<file path="config.mk">
export PLATFORM = sky130hd
export DESIGN_NAME = bf_stage_sequencer
export DESIGN_NICKNAME = d
export VERILOG_FILES = /design/src/rtl/bf_stage_sequencer.sv
export SDC_FILE = /design/constraint.sdc
export NUM_CORES = 1
export LEC_CHECK = 0
export ABC_AREA = 1
export CAP_MARGIN = 20
export CORE_MARGIN = 2
export CORE_UTILIZATION = 40
export DETAILED_ROUTE_END_ITERATION = 8
export SETUP_SLACK_MARGIN = 0.5
export SYNTH_ARGS = -nofsm -noshare
export SYNTH_HDL_FRONTEND = slang
export SYNTH_SLANG_ARGS = --single-unit
</file>
<file path="constraint.sdc">
create_clock -name clk -period 3.5 [get_ports clk]
set_input_delay 0.35 -clock clk [delete_from_list [all_inputs] [get_ports clk]]
set_output_delay 0.35 -clock clk [all_outputs]
set_load 0.01 [all_outputs]
</file>
<file path="src/rtl/bf_stage_sequencer.sv">
// Frame-level launch scheduler for one butterfly/CBFP stage: gates frame admission on
// index-set availability and capacity, drives the fixed-length valid window, tracks frames in flight.
module bf_stage_sequencer #(
  parameter int unsigned FRAME_LEN    = 32,
  parameter int unsigned GAP_CYCLES   = 2,
  parameter int unsigned MAX_INFLIGHT = 1,
  parameter int unsigned IDX_DEPTH    = 4
) (
  input  logic        clk,
  input  logic        rstn,
  input  logic        en,
  input  logic        frame_req,
  input  logic        idx1_valid,
  input  logic        idx2_valid,
  input  logic        stage_out_en,
  input  logic        err_clr,
  output logic        frame_ack,
  output logic        stage_valid,
  output logic        busy,
  output logic [1:0]  inflight,
  output logic [2:0]  idx1_pend,
  output logic [2:0]  idx2_pend,
  output logic        frame_done,
  output logic [15:0] frame_cnt,
  output logic        err_idx_ovf,
  output logic        err_spurious
);

  localparam int unsigned     CW     = $clog2(FRAME_LEN + GAP_CYCLES + 1);
  localparam logic [2:0]      DEPTH  = 3'(IDX_DEPTH);
  localparam logic [1:0]      MAXI   = 2'(MAX_INFLIGHT);
  localparam logic [CW-1:0]   LAST_S = CW'(FRAME_LEN - 1);
  localparam logic [CW-1:0]   LAST_G = CW'(GAP_CYCLES - 1);

  typedef enum logic [1:0] {S_IDLE, S_ACK, S_STREAM, S_GAP} state_t;

  state_t        r_state, w_state_nxt;
  logic [CW-1:0] r_cnt, w_cnt_nxt;
  logic          r_soe_d;
  logic          w_ack_cyc, w_launch, w_done_ok, w_spur_ev;
  logic [3:0]    w_p1, w_p2;
  logic [1:0]    w_infl_nxt;
  logic          w_ack_nxt, w_valid_nxt, w_busy_nxt;

  // Returns {overflow, next count}; a pulse coinciding with the ACK decrement cancels out.
  function automatic logic [3:0] pend_next(input logic [2:0] p, input logic pulse, input logic ack);
    logic [3:0] res;
    res = {1'b0, p};
    if (pulse && !ack) begin
      if (p == DEPTH) res = {1'b1, p};
      else            res = {1'b0, p + 3'd1};
    end else if (ack && !pulse && p != 3'd0) begin
      res = {1'b0, p - 3'd1};
    end
    return res;
  endfunction

  assign w_ack_cyc = (r_state == S_ACK);
  assign w_launch  = en && frame_req && (idx1_pend != 3'd0) && (idx2_pend != 3'd0) &&
                     (inflight < MAXI);
  assign w_done_ok = frame_done && (inflight != 2'd0);
  assign w_spur_ev = frame_done && (inflight == 2'd0);
  assign w_p1      = pend_next(idx1_pend, idx1_valid, w_ack_cyc);
  assign w_p2      = pend_next(idx2_pend, idx2_valid, w_ack_cyc);

  always_comb begin
    w_state_nxt = r_state;
    w_cnt_nxt   = '0;
    case (r_state)
      S_IDLE:   if (w_launch) w_state_nxt = S_ACK;
      S_ACK:    w_state_nxt = S_STREAM;
      S_STREAM: if (r_cnt == LAST_S) w_state_nxt = S_GAP;
                else                 w_cnt_nxt   = r_cnt + 1'b1;
      S_GAP:    if (r_cnt == LAST_G) w_state_nxt = S_IDLE;
                else                 w_cnt_nxt   = r_cnt + 1'b1;
      default:  w_state_nxt = S_IDLE;
    endcase
  end

  always_comb begin
    w_infl_nxt = inflight;
    case ({w_ack_cyc, w_done_ok})
      2'b10:   w_infl_nxt = inflight + 2'd1;
      2'b01:   w_infl_nxt = inflight - 2'd1;
      default: w_infl_nxt = inflight;
    endcase
    // Outputs are registered from the next state so they align with the state register.
    w_ack_nxt   = (w_state_nxt == S_ACK);
    w_valid_nxt = (w_state_nxt == S_STREAM);
    w_busy_nxt  = (w_state_nxt != S_IDLE) || (w_infl_nxt != 2'd0);
  end

  always_ff @(posedge clk or negedge rstn) begin
    if (!rstn) begin
      r_state      <= S_IDLE;
      r_cnt        <= '0;
      r_soe_d      <= 1'b0;
      frame_ack    <= 1'b0;
      stage_valid  <= 1'b0;
      busy         <= 1'b0;
      inflight     <= '0;
      idx1_pend    <= '0;
      idx2_pend    <= '0;
      frame_done   <= 1'b0;
      frame_cnt    <= '0;
      err_idx_ovf  <= 1'b0;
      err_spurious <= 1'b0;
    end else begin
      r_state      <= w_state_nxt;
      r_cnt        <= w_cnt_nxt;
      r_soe_d      <= stage_out_en;
      frame_done   <= r_soe_d & ~stage_out_en;
      frame_ack    <= w_ack_nxt;
      stage_valid  <= w_valid_nxt;
      busy         <= w_busy_nxt;
      inflight     <= w_infl_nxt;
      idx1_pend    <= w_p1[2:0];
      idx2_pend    <= w_p2[2:0];
      frame_cnt    <= frame_cnt + 16'(w_done_ok);
      err_idx_ovf  <= w_p1[3] | w_p2[3] | (err_idx_ovf & ~err_clr);
      err_spurious <= w_spur_ev | (err_spurious & ~err_clr);
    end
  end

endmodule

</file>
After elaboration in Yosys (flattened, before gate mapping)

Cells that the tools add are included.

Output and inout bits: 30
Input port bits: 8
Bits in registers: 39
Word-level logic and storage cells: 84

$add $sub $neg: 8
Bitwise logic cells: 8
Reductions and logical operators: 27
$lt $le $gt $ge: 1
Eq/ne operators: 13
Mux-type cells: 14

Operator list:

| kind                                                                  | number |
|---|---|
| 16-bit by 1-bit adder with 16-bit output                              | 1 |
| 4-bit two-way mux                                                     | 4 |
| 1-bit logical AND                                                     | 12 |
| 6-bit two-way mux                                                     | 2 |
| 6-bit one-hot mux with 2 select lines                                 | 1 |
| 2-bit nonzero test                                                    | 5 |
| 2-bit equality test, second input constant                            | 4 |
| 2-bit one-hot mux with 4 select lines                                 | 1 |
| 3-bit by 1-bit adder with 3-bit output, second input constant         | 2 |
| 6-bit by 1-bit adder with 6-bit output, second input constant         | 1 |
| 2-bit by 1-bit equality test with 1-bit output, second input constant | 3 |
| 3-bit equality test, second input constant                            | 2 |
| 6-bit by 1-bit equality test with 1-bit output, second input constant | 1 |
| 6-bit by 5-bit equality test with 1-bit output, second input constant | 1 |
| 2-bit two-way mux                                                     | 3 |
| 3-bit two-way mux                                                     | 2 |
| 3-bit nonzero test                                                    | 2 |
| 3-bit by 1-bit subtractor with 3-bit output, second input constant    | 2 |
| 2-bit logical NOT                                                     | 2 |
| 2-bit != test, second input constant                                  | 2 |
| 2-bit one-hot mux with 2 select lines                                 | 1 |
| 2-bit AND reduction                                                   | 2 |
| 1-bit AND                                                             | 3 |
| 1-bit logical NOT                                                     | 3 |
| 6 further kinds                                                       | 9 |

Longest topological paths before layout

Depth after elaboration: 8
Depth in mapped cells: 11

Least setup slack after synthesis

No wires, ideal clock.

Path kind: register to register
Start point: register inflight[0]
End point: register frame_cnt[10]
Arrival: 1736 ps
Stages on the path, launching flop included: 10
Setup slack: 1642 ps
Period minus slack after synthesis: 1858 ps
Data required time: 3378 ps
Path buffers: 0
Path through: dfrtp_1 -> inv_1 -> ha_1 -> nor2_1 -> ha_1 -> ha_1 -> nand3_1 -> nor2_2 -> nand2_1 -> xor2_1

Cells in the longest elaborated chain, start to end: 3

RTL lines:

| element                                  | line | text |
|---|---|---|
| start, declared                          | 20   | `output logic [1:0] inflight,` |
| start signal, assigned                   | 116  | `inflight <= w_infl_nxt;` |
| 2-bit nonzero test                       | 61   | `assign w_done_ok = frame_done && (inflight != 2'd0);` |
| 1-bit logical AND                        | 61   |  |
| 16-bit by 1-bit adder with 16-bit output | 119  | `frame_cnt <= frame_cnt + 16'(w_done_ok);` |
| end signal, assigned                     | 119  |  |
| end, declared                            | 24   | `output logic [15:0] frame_cnt,` |

No other way between the ends.
A chain may end at the register's enable or synchronous reset.

Final worst setup path

Same ends and word-level chain as after synthesis.

==> flow_summary.json <==
{
  "cts-resized-gates": 0,
  "grt_use_total_pct": 15.30,
  "drive_gt1_share_pct": 11.15,
  "synth_simple_gate_area_share_pct": 28.16,
  "clk_latency_ps": 290,
  "syn_area_sq_um": 2120,
  "drtPass1Iterations": 4,
  "use_met1_pct": 19.88,
  "core_area_sq_um": 5107,
  "vdd_drop_max_uv": 437.6,
  "vias": 1602,
  "powerDensity_nw_per_um2": 648.8,
  "grt_pass1_wl_um": 7134,
  "drv_cap": 0,
  "power.total_mw": 1.727,
  "hold_viol": 0,
  "wl_um": 3988,
  "placed_cells": 349,
  "fin_cells": 357,
  "grt_pass1_vias": 1573,
  "cts_tree": "built",
  "grt_max_degree": 40,
  "min_period_ps": 2013,
  "ys_types": 25,
  "synth_xor_xnor_area_share_pct": 7.733,
  "worstHoldPathType": "in -> async",
  "rows": 26,
  "cts.path.max_buffers": 2,
  "r2r_cells": 9,
  "drtIter0Drc": 60,
  "multiInputGateArea_sq_um": 993.5,
  "ys_seq_area_share_pct": 46.04,
  "synth-compound-area-share_pct": 2.715,
  "hpwl_um": 3100,
  "antenna_cells": 0,
  "ys_ff_latch": 39,
  "totalNegativeSetupSlack_ps": 0,
  "final_core_util_pct": 52.11,
  "port_buffers": 37,
  "p_leak_nw": 1.276,
  "grt_antenna_before_repair": 0,
  "required_ps": 3690,
  "cp_max_fo": 4,
  "clkSlewWorstSetupHoldPaths_ps": 80,
  "fmax_mhz": 496.8,
  "ant_nets": 0,
  "fp.dieArea_sq_um": 5897,
  "ys_top_cells_by_area": "dfrtp_1 46%, nand2_1 10%, ha_1 8.3%",
  "via_per_inst": 4.487,
  "synthAdderAreaFrac_pct": 8.264,
  "synthCells": 242,
  "cts-root-buf": "clkbuf_8",
  "syn_area_per_cell_sq_um": 8.758,
  "cts_hold_buf": 0,
  "register_area_sq_um": 975.9,
  "rsz0062_at_grt": "no",
  "synthMuxAreaShare_pct": 0,
  "layout.nets": 308,
  "use_met2_pct": 24.04,
  "synthToLayoutAreaGrowth_pct": 25.56,
  "grt.busiest_layer": "met2",
  "status": "finished, final reports clean",
  "wl_per_cell_um": 11.17,
  "post-cts-setup-buffer-count": 0,
  "cts_buffers": 5,
  "rrSetupSlack_ps": 1490,
  "fp.dieW_um": 76.80,
  "worstPathArrival_ps": 2200,
  "slew_violations": 0,
  "h-tree-depth": 2,
  "dieHeight_um": 76.80,
  "synth_top_family_by_area": "simple AND/OR/NAND/NOR gates",
  "endpoint_kind": "flip-flop",
  "start_kind": "flip-flop",
  "grtUsageMet3_pct": 4.118,
  "cts.sinks": 39,
  "drcViolationCount": 0,
  "setup_viol": 0,
  "overflow": 0,
  "r2r-start": "inflight[0]",
  "final_cell_mix": "57 x nand2_1, 39 x dfrtp_1, 37 x inv_1, 36 x clkdlybuf4s50_1, 25 x nor2_1",
  "yosysWarnings": 0,
  "fill_cells": 520,
  "place_congestion": 0.7865,
  "syn_nets": 264,
  "path_class": "reg -> reg",
  "worst_pin_slew_ps": 879.1,
  "max_slew_margin_pct": 41.39,
  "period_share_pct": 57.51,
  "yosys.area.top_type": "dfrtp_1",
  "worstReg2RegEnd": "frame_cnt[10]",
  "synth_top_area_share_pct": 46.04,
  "mostFrequentLayoutCell": "nand2_1",
  "finalClockSkew_ps": 7.961,
  "ios": 38,
  "initial_core_util_pct": 41.50
}
[critical path, stage by stage, from the launching register on]
cell and delay, ps:
dfrtp_1 390, inv_1 80, ha_1 220, nor2_1 210, ha_1 230, ha_1 190
nand3_1 160, nor2_2 200, nand2_1 90, xor2_1 140
[routing by layer]
layer,up-vias,wire (um)
met3,5,146
li1,835,-
met2,23,1800
met5,-,0
met4,0,71
met1,739,1970
[worst max-delay path by stage]
stage | slack, ps | cells past startpoint | end | from
final | 1490 | 9 | frame_cnt[10] | inflight[0]
after global routing | 1310 | 9 | frame_cnt[10] | inflight[0]
after CTS | 1460 | 9 | frame_cnt[10] | inflight[0]
after detailed placement | 1470 | 9 | frame_cnt[10] | inflight[0]
after global placement | 1610 | 9 | frame_cnt[10] | inflight[0]
after floorplan | 1640 | 9 | frame_cnt[10] | inflight[0]
[final cells by class]
type                            instances  share of cell area (%)
Multi-Input combinational cell        163                   37.33
Sequential cell                        39                   36.67
Timing Repair Buffer                   37                   13.73
Inverter                               40                   5.642
Tap cell                               70                   3.291
Clock buffer                            5                   2.586
Clock inverter                          3                  0.7522
[Yosys cell counts (all sizes together)]
master	count
a21oi	1
a21boi	1
xor2	12
ha	14
nor2	29
nand2	67
a22o	1
dfrtp	39
o21bai	1
nand4	5
o221ai	1
o21ai	4
inv	40
xnor2	5
nor3	6
nand3	16
[cell families after synthesis]
family,count (synthesis)
xor+xnor,17
buf+inv,40
flops,39
compound gates,9
simple gates,123
fa+ha+maj,14
[report_power, final]
part           internal, mW  switching, mW
Clock                 0.139          0.165
Sequential            0.568          0.118
Combinational         0.358          0.379
[flip-flops by register name (all words and copies together) (netlist names)]
signal	count
frame_cnt	16
stage_valid	1
idx1_pend	3
inflight	2
r_state	2
frame_ack	1
idx2_pend	3
frame_done	1
busy	1
r_soe_d	1
err_idx_ovf	1
r_cnt	6
err_spurious	1
[stage by stage]
stage	setup WS, ps	instance area, sq um	hold WS, ps
floorplan	1642	2120	54.41
global placement	1608	2572	441.1
detailed placement	1466	2572	450.4
CTS	1465	2661	197.4
global route	1310	2661	222.2
finish	1487	2661	168.8
(Power assumes the default switching activity.)
==> patch: new RTL, same settings <==
Set the parameter `GAP_CYCLES` to 1 (it was 2).
--- a/src/rtl/bf_stage_sequencer.sv
+++ b/src/rtl/bf_stage_sequencer.sv
@@ -2,7 +2,7 @@
 // index-set availability and capacity, drives the fixed-length valid window, tracks frames in flight.
 module bf_stage_sequencer #(
   parameter int unsigned FRAME_LEN    = 32,
-  parameter int unsigned GAP_CYCLES   = 2,
+  parameter int unsigned GAP_CYCLES   = 1,
   parameter int unsigned MAX_INFLIGHT = 1,
   parameter int unsigned IDX_DEPTH    = 4
 ) (
Function: same outputs for any inputs over 10 cycles, from zero or initial values and one cycle with rstn low; that may be too few to reach the edited logic, so the function may still have changed.
==> patch against the unedited design <==
Area after synthesis rose by 1.2%; design area grew 0.94%; critical endpoint is now frame_cnt[14]$_DFF_PN0_; utilization up 0.16 points; routed wire length fell by 1.2%; sequential cell count unchanged; sequential share of layout area decreased by 0.34 points; setup slack gained 0.030 ns; total power grew 1.6%.
==> patch: results (changes against the unedited design) <==
outcome=finished, final reports clean; Non-clock buffering overhead=0.136 (-0.00128); met3 usage=0.0388 (-0.00235); Worst EP arrival=2.17 ns (-0.03 ns); Routed met3 length=161 microns (+10%); Synth area leaders=dfrtp_1 46%, nand2_1 10%, ha_1 8.2%; Detailed Place HPWL=3020 microns (-2.6%); Clock-cell share=0.0349 (+0.00155); metal2 WL=1890 microns (+5.0%); final core utilization=0.523 (+0.00157); area occupied by multi-input gates=997 sq um (+0.38%); first-pass GRT wire length=6680 microns (-6.4%); syn nets=269 (+1.9%); met1 usage=0.183 (-0.0161); Max-slew headroom=0.427 (+0.0132); vias per inst=4.43 (-1.2%); DP Worst Slack=1.51 ns (+0.0456 ns); met2 usage=0.230 (-0.0108); WL met1=1840 microns (-6.4%); Synth top cells by count=57 x nand2_1, 39 x dfrtp_1, 37 x inv_1, 28 x nor2_1, 16 x nand3_1; layout cells sized above 1=0.117 (+0.00534); comb_multi_in=164 (+0.61%); overall routing resource usage=0.142 (-0.0113); post-synthesis sequential area ratio=0.455 (-0.00537); Synth Area in Compound Gates=0.0169 (-0.0102); Clock Power Share=0.180 (+0.004); Post-layout nets=312 (+1.3%)
==> patch: cell count changes after synthesis, sizes merged, moves of 2 or more <==
cell   change
nor2       +3
nand4      -2
nand3      +2
nor3       -3
inv        +3
==> patch: worst paths after layout <==
path / cells past startpoint / slack [ns] / start / end
min in group clk: 2 / 0.46 / r_soe_d$_DFF_PN0_ / frame_done$_DFF_PN0_
max in group asynchronous: 1 / 2.80 / rstn / r_state[1]$_DFF_PN0_
worst max register to register: 9 / 1.52 / inflight[0]$_DFF_PN0_ / frame_cnt[14]$_DFF_PN0_
worst min register to register: 2 / 0.46 / r_soe_d$_DFF_PN0_ / frame_done$_DFF_PN0_
worst max-delay path: 9 / 1.52 / inflight[0]$_DFF_PN0_ / frame_cnt[14]$_DFF_PN0_
worst min-delay path: 1 / 0.15 / rstn / frame_cnt[7]$_DFF_PN0_
